### src/rtl/line_buffer_2_pkg.sv
// Shared defaults and the pixel word type for the two-row line buffer.
package line_buffer_2_pkg;

   localparam int DATA_W_DEF = 32;
   localparam int LINE_W_DEF = 28;

   typedef logic [DATA_W_DEF-1:0] pixel_t;

   // The fill counter must be able to hold 2*line_w itself, hence the +1.
   function automatic int cnt_width(input int line_w);
      return $clog2(2 * line_w + 1);
   endfunction

endpackage

### src/rtl/line_buffer_2_line_delay.sv
// One image row of delay: a LINE_W-deep circular buffer that advances only on
// enabled beats. o_tap is the word about to be overwritten (read-before-write),
// which is what a following stage must store; o_q is that word registered.
module line_delay
   import line_buffer_2_pkg::*;
#(
   parameter int DATA_W = DATA_W_DEF,
   parameter int LINE_W = LINE_W_DEF
) (
   input  logic              clk,
   input  logic              rst_n,
   input  logic              i_en,
   input  logic [DATA_W-1:0] i_d,
   output logic [DATA_W-1:0] o_tap,
   output logic [DATA_W-1:0] o_q
);

   localparam int PTR_W = (LINE_W > 1) ? $clog2(LINE_W) : 1;
   localparam logic [PTR_W-1:0] PTR_LAST = PTR_W'(LINE_W - 1);

   logic [PTR_W-1:0]  r_ptr;
   logic [DATA_W-1:0] r_q;
   logic [DATA_W-1:0] r_mem [LINE_W];

   assign o_tap = r_mem[r_ptr];
   assign o_q   = r_q;

   // Pointer and output register; both freeze while the enable is low.
   always_ff @(posedge clk or posedge rst_n) begin
      if (rst_n) begin
         r_ptr <= '0;
         r_q   <= '0;
      end else if (i_en) begin
         r_q   <= r_mem[r_ptr];
         r_ptr <= (r_ptr == PTR_LAST) ? '0 : r_ptr + 1'b1;
      end
   end

   // Storage write; contents are deliberately not cleared by reset.
   always_ff @(posedge clk) begin
      if (i_en && !rst_n)
         r_mem[r_ptr] <= i_d;
   end

endmodule

### src/rtl/line_buffer_2.sv
// Two-row line buffer: per accepted pixel, presents the same-column pixel of
// the previous row (d_out1) and the row before that (d_out2), one clock later.
// Note: rst_n is active-high despite its name.
module line_buffer_2
   import line_buffer_2_pkg::*;
#(
   parameter int DATA_W = DATA_W_DEF,
   parameter int LINE_W = LINE_W_DEF
) (
   input  logic              clk,
   input  logic              rst_n,
   input  logic [DATA_W-1:0] d_in,
   input  logic              in_valid,
   output logic [DATA_W-1:0] d_out1,
   output logic [DATA_W-1:0] d_out2,
   output logic              out_valid
);

   localparam int CNT_W = cnt_width(LINE_W);
   localparam logic [CNT_W-1:0] CNT_FULL = CNT_W'(2 * LINE_W);

   logic [DATA_W-1:0] w_tap1;
   logic [CNT_W-1:0]  r_cnt;
   logic              r_out_valid;

   // Row stage 1 holds the previous row; its evicted word feeds row stage 2.
   line_delay #(.DATA_W(DATA_W), .LINE_W(LINE_W)) u_row1 (
      .clk   (clk),
      .rst_n (rst_n),
      .i_en  (in_valid),
      .i_d   (d_in),
      .o_tap (w_tap1),
      .o_q   (d_out1)
   );

   line_delay #(.DATA_W(DATA_W), .LINE_W(LINE_W)) u_row2 (
      .clk   (clk),
      .rst_n (rst_n),
      .i_en  (in_valid),
      .i_d   (w_tap1),
      .o_tap (),
      .o_q   (d_out2)
   );

   // Saturating fill count; outputs are flagged only once both rows hold
   // samples written since the last reset, so stale RAM is never qualified.
   always_ff @(posedge clk or posedge rst_n) begin
      if (rst_n) begin
         r_cnt       <= '0;
         r_out_valid <= 1'b0;
      end else begin
         r_out_valid <= in_valid && (r_cnt == CNT_FULL);
         if (in_valid && (r_cnt != CNT_FULL))
            r_cnt <= r_cnt + 1'b1;
      end
   end

   assign out_valid = r_out_valid;

endmodule

### config.mk
export PLATFORM = sky130hd
export DESIGN_NAME = line_buffer_2
export DESIGN_NICKNAME = d
export VERILOG_FILES = /design/src/rtl/line_buffer_2_pkg.sv /design/src/rtl/line_buffer_2_line_delay.sv /design/src/rtl/line_buffer_2.sv
export SDC_FILE = /design/constraint.sdc
export NUM_CORES = 1
export LEC_CHECK = 0
export BUFFER_PORTS_ARGS = -buffer_cell sky130_fd_sc_hd__buf_2
export CORE_ASPECT_RATIO = 0.6
export CORE_UTILIZATION = 30
export DETAILED_ROUTE_END_ITERATION = 7
export GPL_TIMING_DRIVEN = 0
export HOLD_SLACK_MARGIN = 0.12
export PLACE_DENSITY = 0.52
export REMOVE_ABC_BUFFERS = 1
export SETUP_SLACK_MARGIN = 0.2
export SLEW_MARGIN = 20
export SYNTH_ARGS = -nofsm -noshare
export SYNTH_HDL_FRONTEND = slang
export SYNTH_SLANG_ARGS = --single-unit
### constraint.sdc
create_clock -name clk -period 10.7 [get_ports clk]
set_input_delay 1.07 -clock clk [delete_from_list [all_inputs] [get_ports clk]]
set_output_delay 1.07 -clock clk [all_outputs]
set_load 0.005 [all_outputs]
==> flow_metrics.tcl <==
set metrics [dict create \
    startpoint "in_valid" \
    gp_congestion 0.723 \
    syn_to_final_growth_pct 19.0 \
    p_total_mw 22.8 \
    grt_pass1_wl_mm 281 \
    first_pass_iters 7 \
    gr-usage-all-layers 0.164 \
    synth-edff-count 1792 \
    dp_cells 6794 \
    setup_ws_ps 5610 \
    end_kind "register" \
    path_max_fanout 72 \
    pwr_density_cell_mw_per_mm2 267 \
    ir_worst_vdd_uv 147 \
    num-fill-cells 21700 \
    synth_cell_types 63 \
    die_w_um 634 \
    cts_setup_buffers 0 \
    cp-start-kind "primary input" \
    period_needed_ps 5090 \
    fin_nets 3870 \
    syn_area_per_cell_um2 20.2 \
    ys.warnings.count 0 \
    post-route-util 0.361 \
    avgViaCountPerCell 5.14 \
    final_cell_count_no_fill 7111 \
    core_area_mm2 0.237 \
    cts_max_level 4 \
    cts_sinks 1873 \
    ys_seq_elements 1873 \
    rsz0062_at_grt "false" \
    ctsResizeCount 0 \
    grt_pass1_vias 35600 \
    start_util 0.303 \
    synth_ff_type "edfxtp_1" \
    seq_area_mm2 0.0559 \
    fmax_mhz 197 \
    die-area_mm2 0.241 \
    p_leak_nw 27.2 \
    path_class "primary input to register" \
    syn_area_mm2 0.0718 \
    path_clk_slew_ps 60 \
    slew_headroom 0.223 \
    cp.arrival_ps 5610 \
    num_vias 36500 \
    ctsHoldBuffers 0 \
    overflow 0 \
    grt_max_degree 73 \
    multi_input_area_mm2 0.0155 \
    rows 138 \
    drv_cap 0 \
    clockBufferDepth 4 \
    seq_area_frac_synth 0.778 \
    preCtsSetupSlack_ps 4840 \
    ios 100 \
    worstPathRequired_ps 11220 \
    drc 0 \
    min_path_type "primary input to async pin" \
    status "complete, no violations" \
    hold_slack_ps 378 \
    ant_nets 0 \
    final_hold_viol_count 0 \
    setup_viol 0 \
    first_iter_violations 4308 \
    max_slew.worst_pin.slew_ps 1160 \
    reg2reg_from "u_row1.r_ptr[1]" \
    drive_gt1_frac 0.233 \
    antenna_found_initial 7 \
    synthArstFlopShare 0.0432 \
    drt-total-wl_mm 201 \
    dp_hpwl_mm 130 \
    cts_tree "built" \
    wl_per_cell_um 28.3 \
    drv_slew 0 \
    cts_buffers 177 \
    fin_skew_ps 41.0 \
    numPortBuffers 99 \
    period_share 0.475 \
    clock-root-buffer "clkbuf_16" \
    synth_cells 3555 \
    die_h_um 381 \
    clock_latency_ps 830 \
]
## cell families (layout without fill, tap and decap cells)
kind of cell,after synthesis,count (layout),synth area share
flip-flops,1873,1873,0.778
multiplexers,660,660,0.136
AO/OA/AOI/OAI,418,418,0.0402
AND/OR/NAND/NOR,379,379,0.0265
buffers and inverters,208,608,0.0163
adder cells (fa/ha/maj),12,12,0.00209
XOR/XNOR,5,5,0.000610
other,0,6,0
## through the flow
step                      cell area [µm²]  setup TNS (ps)
after floorplan                     70700        -1766420
after global routing                85400               0
after detailed placement            79800               0
after CTS                           85400               0
after global placement              75100               -
final                               85400               0
## registers in the layout (all words and copies together) (netlist names)
| register | flops |
|---|---|
| r_cnt | 6 |
| u_row1.r_ptr | 5 |
| u_row2.o_q | 32 |
| u_row2.r_mem | 896 |
| u_row1.r_mem | 896 |
| out_valid | 1 |
| u_row1.o_q | 32 |
| u_row2.r_ptr | 5 |
## cells in the mapped netlist (all sizes together), types with 3 or more instances
cell type | instances | area [µm²]
a211oi | 21 | 188
a21oi | 6 | 30.0
a221oi | 11 | 96.3
a22o | 19 | 166
a22oi | 75 | 563
a31oi | 45 | 282
a32oi | 7 | 61.3
a41oi | 11 | 96.3
and2 | 25 | 156
buf | 145 | 933
clkbuf | 52 | 196
dfrtp | 81 | 2030
edfxtp | 1792 | 53800
ha | 12 | 150
inv | 11 | 41.3
mux2 | 20 | 225
mux2i | 387 | 3870
mux4 | 253 | 5700
nand2 | 58 | 218
nand2b | 5 | 31.3
nand3 | 36 | 180
nand4b | 4 | 53.8
nand4bb | 7 | 78.8
nor2 | 158 | 598
nor2b | 9 | 56.3
nor3 | 19 | 105
nor3b | 5 | 42.5
nor4 | 24 | 150
o211ai | 13 | 97.6
o21a | 4 | 30.0
o21ai | 47 | 235
o22ai | 143 | 895
o31ai | 3 | 22.5
o32a | 7 | 70.1
or3 | 3 | 18.8
or4 | 9 | 67.6
or4b | 6 | 60.1
xnor2 | 4 | 35.0
## power breakdown
part           total, mW  internal [mW]  leakage (nW)  switching (mW)
clock               6.18           3.47          2.69            2.71
sequential          10.2           9.82          17.1           0.404
combinational       6.41           2.30          7.43            4.11
## cell type report
cell class	instances	share of cell area
Antenna cell	6	0.000176
Clock buffer	243	0.0574
Clock inverter	68	0.00737
Inverter	11	0.000571
Multi-Input combinational cell	1474	0.181
Sequential cell	1873	0.654
Tap cell	3150	0.0461
Timing Repair Buffer	286	0.0532
## cells in the final DEF, fill, tap and decap left out, drive strengths merged, types with 7 or more instances in the layout
master,n
a211oi,21
a221oi,11
a22o,19
a22oi,75
a31oi,45
a32oi,7
a41oi,11
and2,25
buf,286
bufinv,11
clkbuf,243
clkinv,51
dfrtp,81
edfxtp,1792
ha,12
inv,12
mux2,20
mux2i,387
mux4,253
nand2,58
nand3,36
nand4bb,7
nor2,158
nor2b,9
nor3,19
nor4,24
o211ai,13
o21ai,47
o22ai,143
o32a,7
or4,9
## final timing paths
path                                        end  slack (ps)  cells past startpoint
max reg2reg                 u_row2.r_mem[18][9]        6350                      7
min                                    r_cnt[0]         380                      2
max in group asynchronous        u_row2.o_q[14]        9560                      3
max                        u_row1.r_mem[24][20]        5610                     10
min in group clk                       r_cnt[5]         470                      1
min reg2reg                            r_cnt[5]         470                      1
## per-layer routing
layer | wire length, µm | track usage | up-vias
met4 | 4300 | 0.0373 | 4
li1 | - | - | 15300
met5 | 27 | 0 | -
met1 | 96400 | 0.256 | 19500
met2 | 83600 | 0.228 | 1512
met3 | 16900 | 0.0382 | 261
## critical path: stages
cell     delay [ps]
buf_8            80
buf_16          350
buf_16          340
inv_2           390
nor2_1          860
nand2_1         650
nor3_2          910
buf_4           340
buf_4           230
buf_4           220
Note: power is estimated with default switching activity, not from simulation.
